$ cat src/rtl/tdm_channel_link.sv
// tdm_channel_link: time-division multiplexes CH input channels over one
// registered link word and distributes each word to a registered per-channel
// output slice. The link runs either as a round-robin scan or on a fixed
// channel. Optional feature macro: PARITY_CHECK_EN. It adds an even-parity bit
// to the link word, an err_inject test hook and a parity_err pulse output.
module tdm_channel_link #(
  parameter int CH = 8,
  parameter int DW = 8,
  localparam int AW = $clog2(CH)
) (
  input  logic             clk,
  input  logic             rst_n,
  input  logic             en,
  input  logic             mode,
  input  logic [AW-1:0]    sel,
  input  logic [CH*DW-1:0] iData,
`ifdef PARITY_CHECK_EN
  input  logic             err_inject,
  output logic             parity_err,
`endif
  output logic [CH*DW-1:0] oData,
  output logic [CH-1:0]    o_valid,
  output logic             frame_done,
  output logic             busy
);

  typedef enum logic [1:0] {IDLE = 2'd0, SCAN = 2'd1, FIXED = 2'd2} state_t;

  localparam logic [AW-1:0] LAST_ADDR = AW'(CH - 1);
  localparam logic [AW:0]   CH_LIM    = (AW + 1)'(CH);
  localparam bit            POW2      = ((1 << AW) == CH);

  // Even parity: the bit that makes the total count of ones even.
  function automatic logic evenParity(input logic [DW-1:0] d);
    return ^d;
  endfunction

  state_t        state_r, stateNext_s;
  logic [AW-1:0] ptr_r, ptrNext_s;
  logic          issue_s, wrap_s, selOk_s, parOk_s;
  logic [AW-1:0] issueAddr_s;
  logic [DW-1:0] issueData_s;
  logic          linkVld_r;
  logic [AW-1:0] linkAddr_r;
  logic [DW-1:0] linkData_r;
`ifdef PARITY_CHECK_EN
  logic          linkPar_r;
`endif

  // With a power-of-two channel count every sel value names a real channel.
  generate
    if (POW2) begin : gSelAll
      assign selOk_s = 1'b1;
    end else begin : gSelRange
      assign selOk_s = ({1'b0, sel} < CH_LIM);
    end
  endgenerate

  // Next state, issue decision, issued channel and next scan pointer.
  always_comb begin
    stateNext_s = IDLE;
    issue_s     = 1'b0;
    issueAddr_s = '0;
    wrap_s      = 1'b0;
    ptrNext_s   = ptr_r;
    if (!en) begin
      stateNext_s = IDLE;
    end else if (mode) begin
      stateNext_s = SCAN;
    end else begin
      stateNext_s = FIXED;
    end
    case (stateNext_s)
      SCAN: begin
        issue_s = 1'b1;
        if (state_r == SCAN) begin
          issueAddr_s = ptr_r;
        end else begin
          issueAddr_s = '0;
        end
        wrap_s = (issueAddr_s == LAST_ADDR);
        if (wrap_s) begin
          ptrNext_s = '0;
        end else begin
          ptrNext_s = issueAddr_s + AW'(1);
        end
      end
      FIXED: begin
        if (selOk_s) begin
          issue_s     = 1'b1;
          issueAddr_s = sel;
        end else begin
          issue_s = 1'b0;
        end
      end
      default: begin
        issue_s = 1'b0;
      end
    endcase
  end

  // Slice mux for the issued channel.
  always_comb begin
    issueData_s = '0;
    for (int k = 0; k < CH; k++) begin
      if (issueAddr_s == AW'(k)) begin
        issueData_s = iData[k*DW +: DW];
      end else begin
        issueData_s = issueData_s;
      end
    end
  end

`ifdef PARITY_CHECK_EN
  assign parOk_s = (evenParity(linkData_r) == linkPar_r);
`else
  assign parOk_s = 1'b1;
`endif

  // FSM state and scan pointer registers.
  always_ff @(posedge clk or negedge rst_n) begin
    if (!rst_n) begin
      state_r <= IDLE;
      ptr_r   <= '0;
    end else begin
      state_r <= stateNext_s;
      ptr_r   <= ptrNext_s;
    end
  end

  // Stage 1: capture the issued word into the link register.
  always_ff @(posedge clk or negedge rst_n) begin
    if (!rst_n) begin
      linkVld_r  <= 1'b0;
      linkAddr_r <= '0;
      linkData_r <= '0;
`ifdef PARITY_CHECK_EN
      linkPar_r  <= 1'b0;
`endif
    end else begin
      linkVld_r <= issue_s;
      if (issue_s) begin
        linkAddr_r <= issueAddr_s;
        linkData_r <= issueData_s;
`ifdef PARITY_CHECK_EN
        linkPar_r  <= evenParity(issueData_s) ^ err_inject;
`endif
      end else begin
        linkAddr_r <= linkAddr_r;
      end
    end
  end

  // Stage 2: deliver the link word to its channel slice; only that slice moves.
  always_ff @(posedge clk or negedge rst_n) begin
    if (!rst_n) begin
      oData      <= '1;
      o_valid    <= '0;
      frame_done <= 1'b0;
`ifdef PARITY_CHECK_EN
      parity_err <= 1'b0;
`endif
    end else begin
      frame_done <= issue_s && (stateNext_s == SCAN) && wrap_s;
`ifdef PARITY_CHECK_EN
      parity_err <= linkVld_r && !parOk_s;
`endif
      for (int k = 0; k < CH; k++) begin
        if (linkVld_r && parOk_s && (linkAddr_r == AW'(k))) begin
          oData[k*DW +: DW] <= linkData_r;
          o_valid[k]        <= 1'b1;
        end else begin
          o_valid[k]        <= 1'b0;
        end
      end
    end
  end

  assign busy = linkVld_r;

endmodule

$ cat config.mk
export PLATFORM = sky130hd
export DESIGN_NAME = tdm_channel_link
export DESIGN_NICKNAME = d
export VERILOG_FILES = /design/src/rtl/tdm_channel_link.sv
export SDC_FILE = /design/constraint.sdc
export NUM_CORES = 1
export LEC_CHECK = 0
export CAP_MARGIN = 25
export CORE_MARGIN = 8
export CORE_UTILIZATION = 36
export DETAILED_ROUTE_END_ITERATION = 8
export PLACE_DENSITY = 0.66
export SETUP_SLACK_MARGIN = 0.15
export SLEW_MARGIN = 10
export SYNTH_ARGS = -nofsm -noshare
export SYNTH_HDL_FRONTEND = slang
export SYNTH_SLANG_ARGS = --single-unit
$ cat constraint.sdc
create_clock -name clk -period 2.26 [get_ports clk]
set_input_delay 0.452 -clock clk [delete_from_list [all_inputs] [get_ports clk]]
set_output_delay 0.452 -clock clk [all_outputs]
set_load 0.02 [all_outputs]
== Word level (Yosys, flattened, before mapping) ==
Cells that the tools add are included.
Operators by class
  $add $sub $neg: 1
  equality and inequality tests: 18
  mux-type cells: 24
  reduce and logical (&&, ||, !) cells: 13
Operators with widths (count)
  8-bit two-way mux: 8
  3-bit == test, second input constant: 9
  3-bit by 2-bit == test with 1-bit output, second input constant: 4
  1-bit logical AND: 10
  1-bit two-way mux: 10
  3-bit two-way mux: 3
  3-bit by 1-bit == test with 1-bit output, second input constant: 2
  3-bit logical NOT: 2
  3-bit one-hot mux with 2 select lines: 1
  2-bit by 1-bit == test with 1-bit output, second input constant: 2
  2-bit two-way mux: 2
  3-bit by 1-bit adder with 3-bit output, second input constant: 1
  2-bit == test, second input constant: 1
  2-bit OR reduction: 1
Word-level totals
  register bits: 90
  input bits: 71
  output and inout bits: 74

== Longest topological paths before layout ==
Gate-level depths: netlist (run 1).
  word-level depth: 14
  gate-level depth with buffers: 8

== Worst setup path before layout (run 1) ==
OpenSTA, ideal clock, no wires.
  path type: input -> register
  start point: input port mode
  end point: register linkData_r[0]
  arrival: 1.592 ns
  setup slack: 0.531 ns
  cell stages on the path: 8
  buffers on the path: 2
  cell sequence: and4b_4 -> or2_1 -> buf_6 -> buf_6 -> nand4_1 -> o21ai_1 -> o311ai_1 -> nand3_1
Between the ends
  cells in the longest elaborated chain, start to end: 13
  elaborated cells between the ends (all ways): 23
  those cells by class: eq/ne (9); mux (12); reduce/logical (2)
RTL lines
  start: declaration: line 14  | input logic mode,
  2-bit two-way mux (*): line 68  | end else if (mode) begin
  2-bit two-way mux (*): line 66  | if (!en) begin
  2-bit == test or 2-bit by 1-bit == test with 1-bit output (tied branches): line 73  | case (stateNext_s)
  3-bit one-hot mux with 2 select lines: line 73
  3-bit logical NOT: line 106  | if (issueAddr_s == AW'(k)) begin
  8-bit two-way mux (8 in a row): line 106
  end signal: assignment: line 144  | linkData_r <= issueData_s;
  end: declaration: line 45  | logic [DW-1:0] linkData_r;
Mark *: on every way between the ends. The rest lies on a longest branch, timed or not.
A chain may end at the register's enable or synchronous reset.

== Worst setup path after layout (run 1) ==
  start point: register oData[0]
  end point: output port oData[0]
RTL lines
  start: declaration: line 21  | output logic [CH*DW-1:0] oData,
  start signal: indexed assignment: line 170  | oData[k*DW +: DW] <= linkData_r;
No word-level cell between the ends.

==> results.tsv, run 1 <==
stage	metric	value	unit
outcome	outcome	finished clean	
timing	tns	0	ps
logic_synthesis	synth_most_common_cell	nand2_1	
cells_and_area	final_cells	717	
worst_setup_path	setup.worst_path.class	flip-flop to output pin	
worst_setup_path	crit_required	1810	ps
logic_synthesis	synth_top_area_share	0.401	
power	clkPwrFrac	0.241	
clock_tree	cts-root-buf	clkbuf_16	
cells_and_area	syn2layout_area_growth	50.0	%
power	p_int	4590	µW
worst_setup_path	worstSetupStartpointType	flip-flop	
worst_hold_path	hold_class	input port to async pin	
clock_tree	cts_hold_buf	0	
detailed_routing	firstDrtPassIters	4	
flow_run	maxCapViolCount	0	
detailed_routing	ant_nets	0	
floorplanning	die-area	0.0154	mm²
worst_setup_path	crit_path_max_fanout	2	
logic_synthesis	netlist_area	0.00419	mm²
cells_and_area	fillCellCount	1035	
logic_synthesis	synth_area_per_cell	10.2	µm²
worst_setup_path	critical_path_arrival	1490	ps
worst_setup_path	crit_chain	clkdlybuf4s50_1	
timing	fmax	515	MHz
logic_synthesis	synth_area_leader_cell	dfstp_2	
grt	grtUsageTotal	0.169	
detailed_routing	vias	3587	
detailed_routing	drc	0	
clock_tree	cts.sinks	90	
detailed_routing	totalWireLength	12.7	mm
worst_setup_path	crit_path_end_kind	output pin	
grt	grt_pass1_vias	3821	
timing	period_needed	1940	ps
power	combPwrFrac	0.350	
place	post-place-cells	701	
logic_synthesis	syn-num-nets	483	
floorplanning	start_util	0.367	
cells_and_area	drive_above_1_share	0.267	
power	swShare	0.318	
place	io_buffers	144	
logic_synthesis	yosysWarnings	0	
power	switchingPower	2140	µW
grt	grt_overflow	0	
grt	grt_max_degree	61	
timing	drv_slew	0	
worst_setup_path	crit_buf_inv	1	
cells_and_area	postLayoutCoreUtil	0.551	
detailed_routing	drtIter0Drc	252	
clock_tree	cts_buffer_depth	2	
logic_synthesis	synth_common_cells	nand2_1 (126), dfstp_2 (64), mux2_2 (28)	
detailed_routing	avgViaCountPerCell	5.00	
cells_and_area	layout.nets	642	
worst_setup_path	worstRegToRegCells	6	
power	power	6730	µW
worst_setup_path	path_delay_family	buffers and inverters	
detailed_routing	wl_per_cell	17.7	µm
timing	maxSlewHeadroom	0.666	
place	gp_congestion	0.904	
power	ir_drop	638	µV
floorplanning	rows	39	
worst_setup_path	slowest_stage	clkdlybuf4s50_1	
logic_synthesis	syn_inst	410	
grt	antenna_found_initial	0	
floorplanning	fp.coreArea	0.0114	mm²
clock_tree	clkTransAtPathRegs	70	ps
logic_synthesis	synth_edf_count	0	
worst_setup_path	cp_num_cells	1	
logic_synthesis	ys_ff_latch	90	
power	p_seq_frac	0.408	
logic_synthesis	synth.distinct_cells	48	
timing	period_share	0.858	
clock_tree	clock_latency	340	ps
floorplanning	die_h	124	µm
timing	rsz0062_at_grt	false	
power	leakage	0.00265	µW
worst_setup_path	critical_path.max_stage_delay	620	ps
logic_synthesis	synth_async_sr_flop_share	1.00	
timing	finClkSkew	5.15	ps
clock_tree	post_cts_buffers	0	
cells_and_area	antenna_cells	0	
clock_tree	tritoncts	done	
logic_synthesis	synth_area_leaders	dfstp_2 (40%), dfrtp_1 (16%), nand2_1 (11%)	
logic_synthesis	ys.flop_type	dfstp_2	
timing	worstMarginPinSlew	501	ps
floorplanning	fp.dieW	124	µm
grt	grt_pass1_wl	20.2	mm
timing	finalSetupViolations	0	
clock_tree	htreeDepth	3	
floorplanning	num_io_pins	145	
place	hpwl	9.59	mm
power	power_density	1070	mW/mm²
logic_synthesis	ys_seq_area_frac	0.556	
timing	hold_violations	0	
clock_tree	numCtsBuffers	9	
==> final cells by class <==
class / count / area, µm² / area share
clock buffers: 9 / 225 / 0.0358
flip-flops and latches: 90 / 2330 / 0.371
well taps: 143 / 179 / 0.0285
clock inverters: 7 / 101 / 0.0161
multi-input cells: 286 / 1690 / 0.268
inverters: 7 / 26.3 / 0.00418
repair buffers: 175 / 1740 / 0.276
==> routing by layer <==
metal / GRT usage / vias to the layer above / part of all wire
li1: - / 1720 / -
met1: 0.216 / 1711 / 0.43
met2: 0.267 / 135 / 0.46
met3: 0.0458 / 21 / 0.083
met4: 0.0654 / 0 / 0.025
met5: 0 / - / 0
==> placed cells by master (no fill, tap or decap), types with 3 or more instances in the layout <==
| cell type | netlist | final |
|---|---|---|
| a21oi_1 | 18 | 18 |
| a221oi_1 | 3 | 3 |
| a22o_1 | 3 | 3 |
| a31oi_1 | 5 | 5 |
| and2_1 | 5 | 5 |
| buf_12 | 0 | 5 |
| buf_4 | 2 | 27 |
| clkbuf_16 | 0 | 9 |
| clkdlybuf4s50_1 | 0 | 142 |
| clkinv_1 | 4 | 4 |
| dfrtp_1 | 26 | 26 |
| dfstp_2 | 64 | 64 |
| inv_1 | 3 | 3 |
| mux2_1 | 5 | 5 |
| mux2_2 | 28 | 28 |
| nand2_1 | 126 | 126 |
| nand2b_1 | 4 | 4 |
| nand3_1 | 8 | 8 |
| nand3b_1 | 5 | 5 |
| nand4_1 | 5 | 5 |
| nor2_1 | 5 | 5 |
| nor2b_1 | 3 | 3 |
| nor3_1 | 7 | 7 |
| nor3_2 | 3 | 3 |
| o21ai_0 | 14 | 14 |
| o221ai_1 | 3 | 3 |
| o22ai_1 | 6 | 6 |
==> logic make-up (layout without fill, tap and decap cells) <==
group           after synthesis  after routing  synth area share
flops                        90             90             0.556
simple gates                186            186             0.209
fa+ha+maj                     2              2           0.00597
mux                          35             35            0.0934
compound gates               63             63            0.0943
buf+inv                      34            198            0.0412
==> state kept, by name, summed over array words and instances, names as in the netlist <==
name and flops:
ptr_r 3, linkAddr_r 3, state_r 2, frame_done 1
busy 1, oData 64, linkData_r 8, o_valid 8
==> metrics by stage <==
stage | setup slack [ps] | hold WS [ps] | cell area (µm²)
2_1_floorplan | 531 | 156 | 4190
3_3_place_gp | -114 | 420 | 5960
3_5_place_dp | -175 | 421 | 5960
4_1_cts | 172 | 58.1 | 6290
5_1_grt | 251 | 90.5 | 6290
6_report | 320 | 42.3 | 6290
==> power by group through the flow <==
stage	Sequential [µW]	Combinational [µW]	Clock, µW
floorplan	3250	601	0
global placement	2770	2350	0
detailed placement	2790	2390	0
CTS	2760	2390	1650
global route	2830	2510	1700
finish	2750	2360	1620
==> repair_timing <==
item                                    CTS  global route
gates resized for setup                   0             1
hold endpoints to repair                  0             0
endpoints found under the setup margin    0             8
==> path summary, 6_finish.rpt <==
path	start	to	slack (ps)
setup / recovery	oData[0]	oData[0]	320
hold / removal	rst_n	o_valid[6]	40
setup reg to reg	state_r[1]	linkData_r[4]	470
hold reg to reg	oData[60]	oData[60]	460
max in group asynchronous	rst_n	oData[18]	1530
min in group clk	oData[60]	oData[60]	460
Note: power is estimated with default switching activity, not from simulation.
==> run 2, diff against run 1 <==
==> constraint.sdc (replaced) <==
create_clock -name clk -period 1.8 [get_ports clk]
set_input_delay 0.36 -clock clk [delete_from_list [all_inputs] [get_ports clk]]
set_output_delay 0.36 -clock clk [all_outputs]
set_load 0.05 [all_outputs]
==> run 2 against run 1 <==
  * Sequential power is 27% higher
  * Cell count is 1.8% higher
  * Count of clock-buffer cells in the layout is 1 higher
  * Die area stayed put
  * Largest cell class unchanged
  * First-iteration DRC count is 1.2% higher
  * Non-clock buffer count is 13 higher
  * Via count is 4.7% higher
  * Combinational power is 79% higher
  * Utilization is 0.55 points higher
  * Cell area is 0.99% higher
  * Global-route usage is 0.13 points higher
  * Setup slack worse by 280 ps
  * Largest power group is now combinational cells
==> results.tsv, run 2 (same netlist as run 1, synthesis figures left out) <==
stage	metric	value	unit	change
worst_setup_path	crit_chain	and4b_4 > or2_4 > buf_6 > nand2_1 > a31oi_1 > o221ai_1 > a21oi_1		
power	switchingPower	4050	µW	+89%
power	swShare	0.426		+0.108
cells_and_area	fillCellCount	1018		-1.6%
cells_and_area	top_register	oData		
detailed_routing	ant_nets	0		unchanged
cells_and_area	largest_reg_flops	64		unchanged
clock_tree	cts-root-buf	clkbuf_16		
clock_tree	cts_buffer_depth	2		unchanged
floorplanning	die-area	0.0154	mm²	unchanged
detailed_routing	met3_length	1.14	mm	+8.7%
grt	grt_max_degree	35		-43%
timing	drv_slew	0		unchanged
floorplanning	num_io_pins	145		unchanged
cells_and_area	final-seq-area	0.00233	mm²	about the same
grt	grtUsageTotal	0.170		+0.00132
timing	fin_ws	37.7	ps	-282 ps
clock_tree	numCtsBuffers	9		unchanged
cells_and_area	final_common_cell	nand2_1		
timing	period_needed	1760	ps	
floorplanning	rows	39		unchanged
detailed_routing	vias	3754		+4.7%
timing	finClkSkew	11.1	ps	+5.92 ps
timing	maxSlewHeadroom	0.671		+0.00435
place	hpwl	9.57	mm	-0.16%
worst_setup_path	critical_path_arrival	2010	ps	+520 ps
worst_setup_path	crit_required	2050	ps	+240 ps
cells_and_area	antenna_cells	0		unchanged
clock_tree	cts.sinks	90		unchanged
power	clkPwrFrac	0.188		-0.053
cells_and_area	mostFrequentLayoutCells	nand2_1 (122), buf_4 (101), clkdlybuf4s50_1 (68)		
timing	hold_violations	0		unchanged
floorplanning	start_util	0.367		unchanged
floorplanning	fp.dieW	124	µm	unchanged
worst_setup_path	path_delay_family	simple AND/OR/NAND/NOR gates		
detailed_routing	totalWireLength	13.0	mm	+2.0%
worst_setup_path	crit_path_end_kind	flip-flop		
worst_setup_path	worstSetupStartpointType	flip-flop		
place	gp_congestion	0.929		+2.7%
timing	period_share	0.979		
power	power_density	1500	mW/mm²	+40%
power	power	9520	µW	+41%
clock_tree	tritoncts	done		
place	io_buffers	144		unchanged
worst_hold_path	hold_class	flip-flop to flip-flop		
power	combPwrFrac	0.444		+0.094
worst_setup_path	critical_path.max_stage_delay	400	ps	-220 ps
cells_and_area	multi_input_area	0.00179	mm²	+5.8%
worst_setup_path	crit_path_max_fanout	13		+11
grt	grt_overflow	0		unchanged
detailed_routing	wl_met2	6.23	mm	+6.2%
power	ir_drop	1220	µV	+91%
grt	antenna_found_initial	0		unchanged
floorplanning	fp.coreArea	0.0114	mm²	unchanged
flow_run	maxCapViolCount	0		unchanged
detailed_routing	avgViaCountPerCell	5.14		+2.8%
place	post-place-cells	707		+0.86%
power	p_int	5470	µW	+19%
detailed_routing	highest_layer	met4		
grt	grt_pass1_vias	3882		+1.6%
worst_setup_path	crit_buf_inv	1		unchanged
cells_and_area	syn2layout_area_growth	51.5	%	
power	p_seq_frac	0.368		-0.040
clock_tree	clock_latency	340	ps	about the same
detailed_routing	met1_length	5.36	mm	-1.8%
floorplanning	die_h	124	µm	unchanged
place	place_ws	-657	ps	-482 ps
timing	rsz0062_at_grt	true		
detailed_routing	wl_per_cell	17.8	µm	+0.21%
timing	tns	0	ps	unchanged
cells_and_area	layout.nets	655		+2.0%
timing	worstMarginPinSlew	494	ps	-6.52 ps
detailed_routing	drc	0		unchanged
detailed_routing	drtIter0Drc	255		+1.2%
cells_and_area	drive_above_1_share	0.441		+0.175
power	leakage	0.00282	µW	+6.7%
timing	fmax	567	MHz	
cells_and_area	largestRegisters	oData: 64 flops, linkData_r: 8 flops, o_valid: 8 flops		
worst_setup_path	setup.worst_path.class	flip-flop to flip-flop		
clock_tree	clkTransAtPathRegs	70	ps	about the same
clock_tree	htreeDepth	3		unchanged
worst_setup_path	slowest_stage	dfrtp_1		
timing	finalSetupViolations	0		unchanged
outcome	outcome	finished clean		
detailed_routing	firstDrtPassIters	5		+1
cells_and_area	final_cells	730		+1.8%
grt	grt_pass1_wl	20.3	mm	+0.24%
-- run 2: final timing paths --
kind	slack, ps	start	depth (start not counted)	endpoint
min	460	oData[27]	2	oData[27]
min reg2reg	460	oData[27]	2	oData[27]
min in group asynchronous	520	rst_n	2	o_valid[3]
max in group asynchronous	680	rst_n	3	oData[22]
max	40	state_r[1]	7	linkData_r[7]
max reg2reg	40	state_r[1]	7	linkData_r[7]
-- run 2: timing repair --
action                     in CTS  in global routing
hold buffers                    1                  0
cloned                          1                  0
hold endpoints to repair        5                  0
setup endpoints to repair       8                 16
gates resized for setup        19                 22
pin swaps                       6                  5
buffers inserted                5                  0
-- run 2: routing by layer --
metal | global-route usage | vias to the layer above
met5 | 0 | -
met4 | 0.0558 | 0
met3 | 0.0503 | 18
met2 | 0.281 | 154
met1 | 0.209 | 1836
li1 | - | 1746
-- run 2: worst min-delay path: stages (launching register included) --
cell and delay, ps:
dfstp_2 370, nand2_1 50, nand2_1 40
-- run 2: final cells by class --
| cell class | count | share of cell area |
|---|---|---|
| Sequential cell | 90 | 0.367 |
| Multi-Input combinational cell | 286 | 0.281 |
| Timing Repair Buffer | 188 | 0.274 |
| Clock buffer | 10 | 0.0376 |
| Tap cell | 143 | 0.0282 |
| Clock inverter | 6 | 0.00788 |
| Inverter | 7 | 0.00414 |
-- run 2: power by group through the flow --
stage | Clock, µW | Combinational [µW] | Sequential, µW
floorplan | 0 | 753 | 5430
global placement | 0 | 4160 | 3540
detailed placement | 0 | 4200 | 3540
CTS | 1850 | 4250 | 3510
global route | 1920 | 4430 | 3600
finish | 1790 | 4220 | 3500
-- run 2: stage by stage --
step	utilization	hold slack, ps	area (µm²)
after floorplan	-	64.4	4200
after global placement	0.513	340	5860
after detailed placement	0.513	341	5860
after CTS	0.549	453	6270
after global routing	0.556	470	6350
final	0.556	457	6350
